File: src/rtl/uart_msg_pkg.sv
// Shared types and constants for the UART alert-message scheduler.
// The ROM layout covers the default N_REQ x MSG_LEN message set.
package uart_msg_pkg;

  localparam int unsigned N_REQ_DEF   = 4;
  localparam int unsigned MSG_LEN_DEF = 16;

  typedef enum logic [1:0] {
    IDLE = 2'd0,
    LOAD = 2'd1,
    SEND = 2'd2,
    DONE = 2'd3
  } state_e;

  localparam logic [MSG_LEN_DEF*8-1:0] MSG_INTRUDER = "INTRUDER ALERT\r\n";
  localparam logic [MSG_LEN_DEF*8-1:0] MSG_FIRE     = "FIRE ALARM!!!!\r\n";
  localparam logic [MSG_LEN_DEF*8-1:0] MSG_DOOR     = "DOOR OPENED!!!\r\n";
  localparam logic [MSG_LEN_DEF*8-1:0] MSG_PANIC    = "PANIC BUTTON!!\r\n";

  // Byte k of this array is the last-minus-k character of the packed strings, message 0 lowest.
  localparam logic [N_REQ_DEF*MSG_LEN_DEF-1:0][7:0] MSG_ROM =
    {MSG_PANIC, MSG_DOOR, MSG_FIRE, MSG_INTRUDER};

endpackage

File: src/rtl/uart_msg_rom.sv
// Combinational message ROM: selects byte idx of message grant.
module uart_msg_rom
  import uart_msg_pkg::*;
#(
  parameter int unsigned N_REQ   = N_REQ_DEF,
  parameter int unsigned MSG_LEN = MSG_LEN_DEF,
  localparam int unsigned REQ_W  = $clog2(N_REQ),
  localparam int unsigned IDX_W  = $clog2(MSG_LEN)
) (
  input  logic [REQ_W-1:0] grant,
  input  logic [IDX_W-1:0] idx,
  output logic [7:0]       data_c
);

  // Strings pack their first character highest, so the in-message offset is inverted.
  assign data_c = MSG_ROM[{grant, ~idx}];

endmodule

File: src/rtl/uart_msg_scheduler.sv
// Round-robin scheduler sharing one txuart between N_REQ alert sources,
// streaming each granted source's ROM message over the stb/busy handshake.
module uart_msg_scheduler
  import uart_msg_pkg::*;
#(
  parameter int unsigned N_REQ   = N_REQ_DEF,
  parameter int unsigned MSG_LEN = MSG_LEN_DEF,
  localparam int unsigned REQ_W  = $clog2(N_REQ),
  localparam int unsigned IDX_W  = $clog2(MSG_LEN)
) (
  input  logic             i_clk,
  input  logic             i_rst_n,
  input  logic [N_REQ-1:0] i_req,
  input  logic             i_tx_busy,
  output logic             o_tx_stb,
  output logic [7:0]       o_tx_data,
  output logic             o_active,
  output logic [REQ_W-1:0] o_grant,
  output logic [N_REQ-1:0] o_pending,
  output logic [N_REQ-1:0] o_done
);

  localparam logic [N_REQ-1:0] ONE_HOT0 = N_REQ'(1);

  state_e           state;
  logic [N_REQ-1:0] pend;
  logic [N_REQ-1:0] done;
  logic [N_REQ-1:0] grant_clr_c;
  logic [REQ_W-1:0] rr;
  logic [REQ_W-1:0] grant;
  logic [REQ_W-1:0] pick_c;
  logic [IDX_W-1:0] idx;
  logic             tx_stb;
  logic             active;
  logic [7:0]       tx_data;
  logic [7:0]       rom_data_c;

  uart_msg_rom #(
    .N_REQ   (N_REQ),
    .MSG_LEN (MSG_LEN)
  ) u_rom (
    .grant  (grant),
    .idx    (idx),
    .data_c (rom_data_c)
  );

  // First pending source at or above rr, wrapping; walked downward so the nearest wins.
  always_comb begin
    pick_c = rr;
    for (int i = int'(N_REQ) - 1; i >= 0; i--) begin
      if (pend[rr + REQ_W'(i)]) pick_c = rr + REQ_W'(i);
    end
    grant_clr_c = (state == IDLE && |pend) ? (ONE_HOT0 << pick_c) : '0;
  end

  always_ff @(posedge i_clk or negedge i_rst_n) begin
    if (!i_rst_n) begin
      state   <= IDLE;
      pend    <= '0;
      done    <= '0;
      rr      <= '0;
      grant   <= '0;
      idx     <= '0;
      tx_stb  <= 1'b0;
      tx_data <= 8'h00;
      active  <= 1'b0;
    end else begin
      // A new request on the grant edge survives the clear, queueing one repeat.
      pend <= (pend & ~grant_clr_c) | i_req;
      done <= '0;
      case (state)
        IDLE: begin
          if (|pend) begin
            grant  <= pick_c;
            idx    <= '0;
            active <= 1'b1;
            state  <= LOAD;
          end
        end
        LOAD: begin
          tx_data <= rom_data_c;
          tx_stb  <= 1'b1;
          state   <= SEND;
        end
        SEND: begin
          if (tx_stb && !i_tx_busy) begin
            tx_stb <= 1'b0;
            if (idx == IDX_W'(MSG_LEN - 1)) begin
              done  <= ONE_HOT0 << grant;
              state <= DONE;
            end else begin
              idx   <= idx + 1'b1;
              state <= LOAD;
            end
          end
        end
        DONE: begin
          rr     <= grant + 1'b1;
          active <= 1'b0;
          state  <= IDLE;
        end
        default: state <= IDLE;
      endcase
    end
  end

  assign o_tx_stb  = tx_stb;
  assign o_tx_data = tx_data;
  assign o_active  = active;
  assign o_grant   = grant;
  assign o_pending = pend;
  assign o_done    = done;

endmodule
File: config.mk
export PLATFORM = sky130hd
export DESIGN_NAME = uart_msg_scheduler
export DESIGN_NICKNAME = d
export VERILOG_FILES = /design/src/rtl/uart_msg_pkg.sv /design/src/rtl/uart_msg_rom.sv /design/src/rtl/uart_msg_scheduler.sv
export SDC_FILE = /design/constraint.sdc
export NUM_CORES = 1
export LEC_CHECK = 0
export ABC_AREA = 1
export CAP_MARGIN = 30
export CORE_MARGIN = 3
export CORE_UTILIZATION = 35
export DETAILED_ROUTE_END_ITERATION = 16
export PLACE_DENSITY_LB_ADDON = 0.12
export SYNTH_ARGS = -nofsm -noshare
export SYNTH_HDL_FRONTEND = slang
export SYNTH_SLANG_ARGS = --single-unit
File: constraint.sdc
create_clock -name i_clk -period 2.3 [get_ports i_clk]
set_input_delay 0.46 -clock i_clk [delete_from_list [all_inputs] [get_ports i_clk]]
set_output_delay 0.46 -clock i_clk [all_outputs]
set_load 0.05 [all_outputs]
==> run metrics <==
status=complete, no violations; Setup crit end kind=output port; Post-Syn Instances=297; Slew HR=65.4%; Net Sw Power=1.98 mW; critical path required time=around 1800 ps; maximum level of the CTS H-tree=1; Hold Violations, Final=0; combinational share of power=67.9%; internal power=1.54 mW; total of warnings raised by yosys=0; CP Class=flop to output port; DR iter-0 viols=~200; gpl congestion=0.936; power density over cell area=1490 nW/µm²; global-route wire length before repair=9.07 mm; post-synthesis register bit count=27; crit path DAT=1530 ps; synthesized cell area=2000 µm²; P&R area growth vs syn=17.7%; Placed Cells=between 300 and 400; die footprint=6670 µm²; Nets=~340; Largest stage delay, worst path=830 ps; io pins=27; Mapped Nets=314; DRT antenna net count=0; CP delay by family, top=buffers and inverters; Final Setup Violations=0; min Tclk post-route=1990 ps; drt wl/cell=13.8 µm; fin. max-slew vios=0; setup TNS=0 ps; HP Start=o_tx_data[0]$_DFFE_PN0P_; hold_buf cts=0; Unique masters post-synth=30; via/cell ratio=~5.1; CTS tree=done; Die X=81.7 µm; Slowest-stage cell, CP=clkdlybuf4s50_1; DRC viols=0; fillers=553; clock-pin transition on the worst setup and hold timing paths=100 ps; Final Cycle Share=86.6%; Tot GR Track Use=17.4%; max frequency=approximately 0.5 GHz; Final Routed Wirelength=about 5.4 mm; Core Rows=26; initial antenna violation count=0; CP startpoint kind=flop; Resized cells post-CTS=0; critical path cell sequence=clkdlybuf4s50_1; Layout Skew=2.51 ps; HPWL Detailed=~4.1 mm; clock sink count=27; Power Total=3.52 mW; clock power share=8.2%; Layout Cells excl Fill=390; largest net degree at the start of global routing=28; sw frac=56.2%; sequential power share=23.9%; leakage power=1.17 nW; Initial Utilization=a little under two fifths; vias=2004; maximum VDD drop=a little over 0.7 mV; Hold WS=491 ps; total CTS buffers=3; layout cells sized above 1=about 11%; critical path startpoint=o_pending[3]$_DFF_PN0_; max-cap viol count=0; CTS root buf=clkbuf_8; CORE AREA=5300 µm²; share of the synthesized area in the top cell type=between 30 and 40%; hold crit path type=flop to flop; Die Height=81.7 µm; Worst-Margin Slew=519 ps; FF-to-FF Start=idx[0]$_DFFE_PN0P_; worst skew pair latency=280 ps; RSZ-0062 raised after global routing=false; vias in the first global route=1852; Post-CTS Setup Inserts=0; Yosys top cell by area=dfrtp_1; post-synthesis sequential area ratio=33.7%; diodes inserted=0; IO Port Bufs=25; worst-path maximum fanout=4; Synth Area per Inst=around 6.7 µm²; DR pass1 iterations=4; Synth area leaders=dfrtp_1 34%, nand2_1 17%, ha_1 6.2%; CTS Buffer Depth=2; worst path bufs/invs=1; Overflow after GRT=0
## per-layer routing
layer / share of wire, % / global-route usage [%] / vias to the layer above
met1: 51 / 26.4 / 904
met2: 41 / 24.8 / 66
li1: - / - / 1020
met5: 0 / 0 / -
met3: 6.0 / 2.41 / 14
met4: 2.4 / 6.64 / 0
## metrics by stage
stage | setup WS [ps] | cell area (µm²) | utilization [%]
global placement | 499 | 2310 | 43.5
floorplan | 683 | 2000 | -
global route | 246 | 2360 | 44.5
finish | 309 | 2360 | 44.5
CTS | 299 | 2360 | 44.5
detailed placement | 464 | 2310 | 43.5
## cell usage after synthesis, drive strengths merged
master     n
o211ai     3
and3       1
buf        9
conb       1
clkbuf     1
ha        10
o21ai     24
a21oi     18
o22ai      4
nor2      24
inv       39
o31ai      1
o311ai     1
nand2    100
a31oi      6
o221ai     1
o2111ai    4
nand4      2
dfrtp     27
nand3     21
## state kept, by name (all words and copies together) (netlist names)
signal / cells
o_tx_data: 7
idx: 4
o_done: 4
o_pending: 4
o_grant: 2
rr: 2
state: 2
o_active: 1
o_tx_stb: 1
## cells in the final DEF (no fill, tap or decap), types with 2 or more instances in the layout
| master | count |
|---|---|
| inv_2 | 12 |
| o2111ai_1 | 4 |
| nand2_1 | 91 |
| clkbuf_8 | 3 |
| dfrtp_1 | 27 |
| o21ai_0 | 16 |
| nand3_2 | 2 |
| o21ai_1 | 7 |
| nand3_1 | 19 |
| a31oi_1 | 6 |
| o211ai_1 | 3 |
| nand2_2 | 8 |
| nor2_1 | 23 |
| clkdlybuf4s50_1 | 24 |
| o22ai_1 | 4 |
| inv_1 | 27 |
| a21oi_1 | 17 |
| nand4_1 | 2 |
| buf_4 | 5 |
| ha_1 | 10 |
## logic make-up after synthesis
| kind of cell | after synthesis | synth area share (%) |
|---|---|---|
| AO/OA/AOI/OAI | 62 | 18.1 |
| adder cells (fa/ha/maj) | 10 | 6.25 |
| buffers and inverters | 49 | 10.3 |
| flip-flops | 27 | 33.7 |
| other | 1 | 0.187 |
| AND/OR/NAND/NOR | 148 | 31.4 |
## cell type report
class | instances | area (µm²) | share of cell area [%]
Clock inverter | 1 | 7.51 | 0.318
Timing Repair Buffer | 29 | 278 | 11.8
Tap cell | 70 | 87.6 | 3.72
Clock buffer | 3 | 41.3 | 1.75
Multi-Input combinational cell | 221 | 1120 | 47.6
Sequential cell | 27 | 676 | 28.7
Inverter | 39 | 146 | 6.21
## path summary, 6_finish.rpt
| path | to | slack [ps] | depth (start not counted) |
|---|---|---|---|
| worst max-delay path | o_pending[3] | 310 | 1 |
| worst min-delay path | o_tx_data[0]$_DFFE_PN0P_ | 490 | 2 |
| worst max register to register | o_tx_data[4]$_DFFE_PN0P_ | 420 | 8 |
| worst min register to register | o_tx_data[0]$_DFFE_PN0P_ | 490 | 2 |
| max in group asynchronous | state[1]$_DFFE_PN0P_ | 1500 | 2 |
| min in group asynchronous | o_tx_data[6]$_DFFE_PN0P_ | 540 | 2 |
## power groups by stage
| stage | sequential [mW] | combinational (mW) | clock, mW |
|---|---|---|---|
| 3_3_place_gp | 0.848 | 2.41 | 0 |
| 4_1_cts | 0.840 | 2.39 | 0.295 |
| 6_report | 0.840 | 2.39 | 0.288 |
| 2_1_floorplan | 1.17 | 1.42 | 0 |
| 5_1_grt | 0.870 | 2.67 | 0.317 |
| 3_5_place_dp | 0.849 | 2.38 | 0 |
Power figures use the tool's default switching activity.
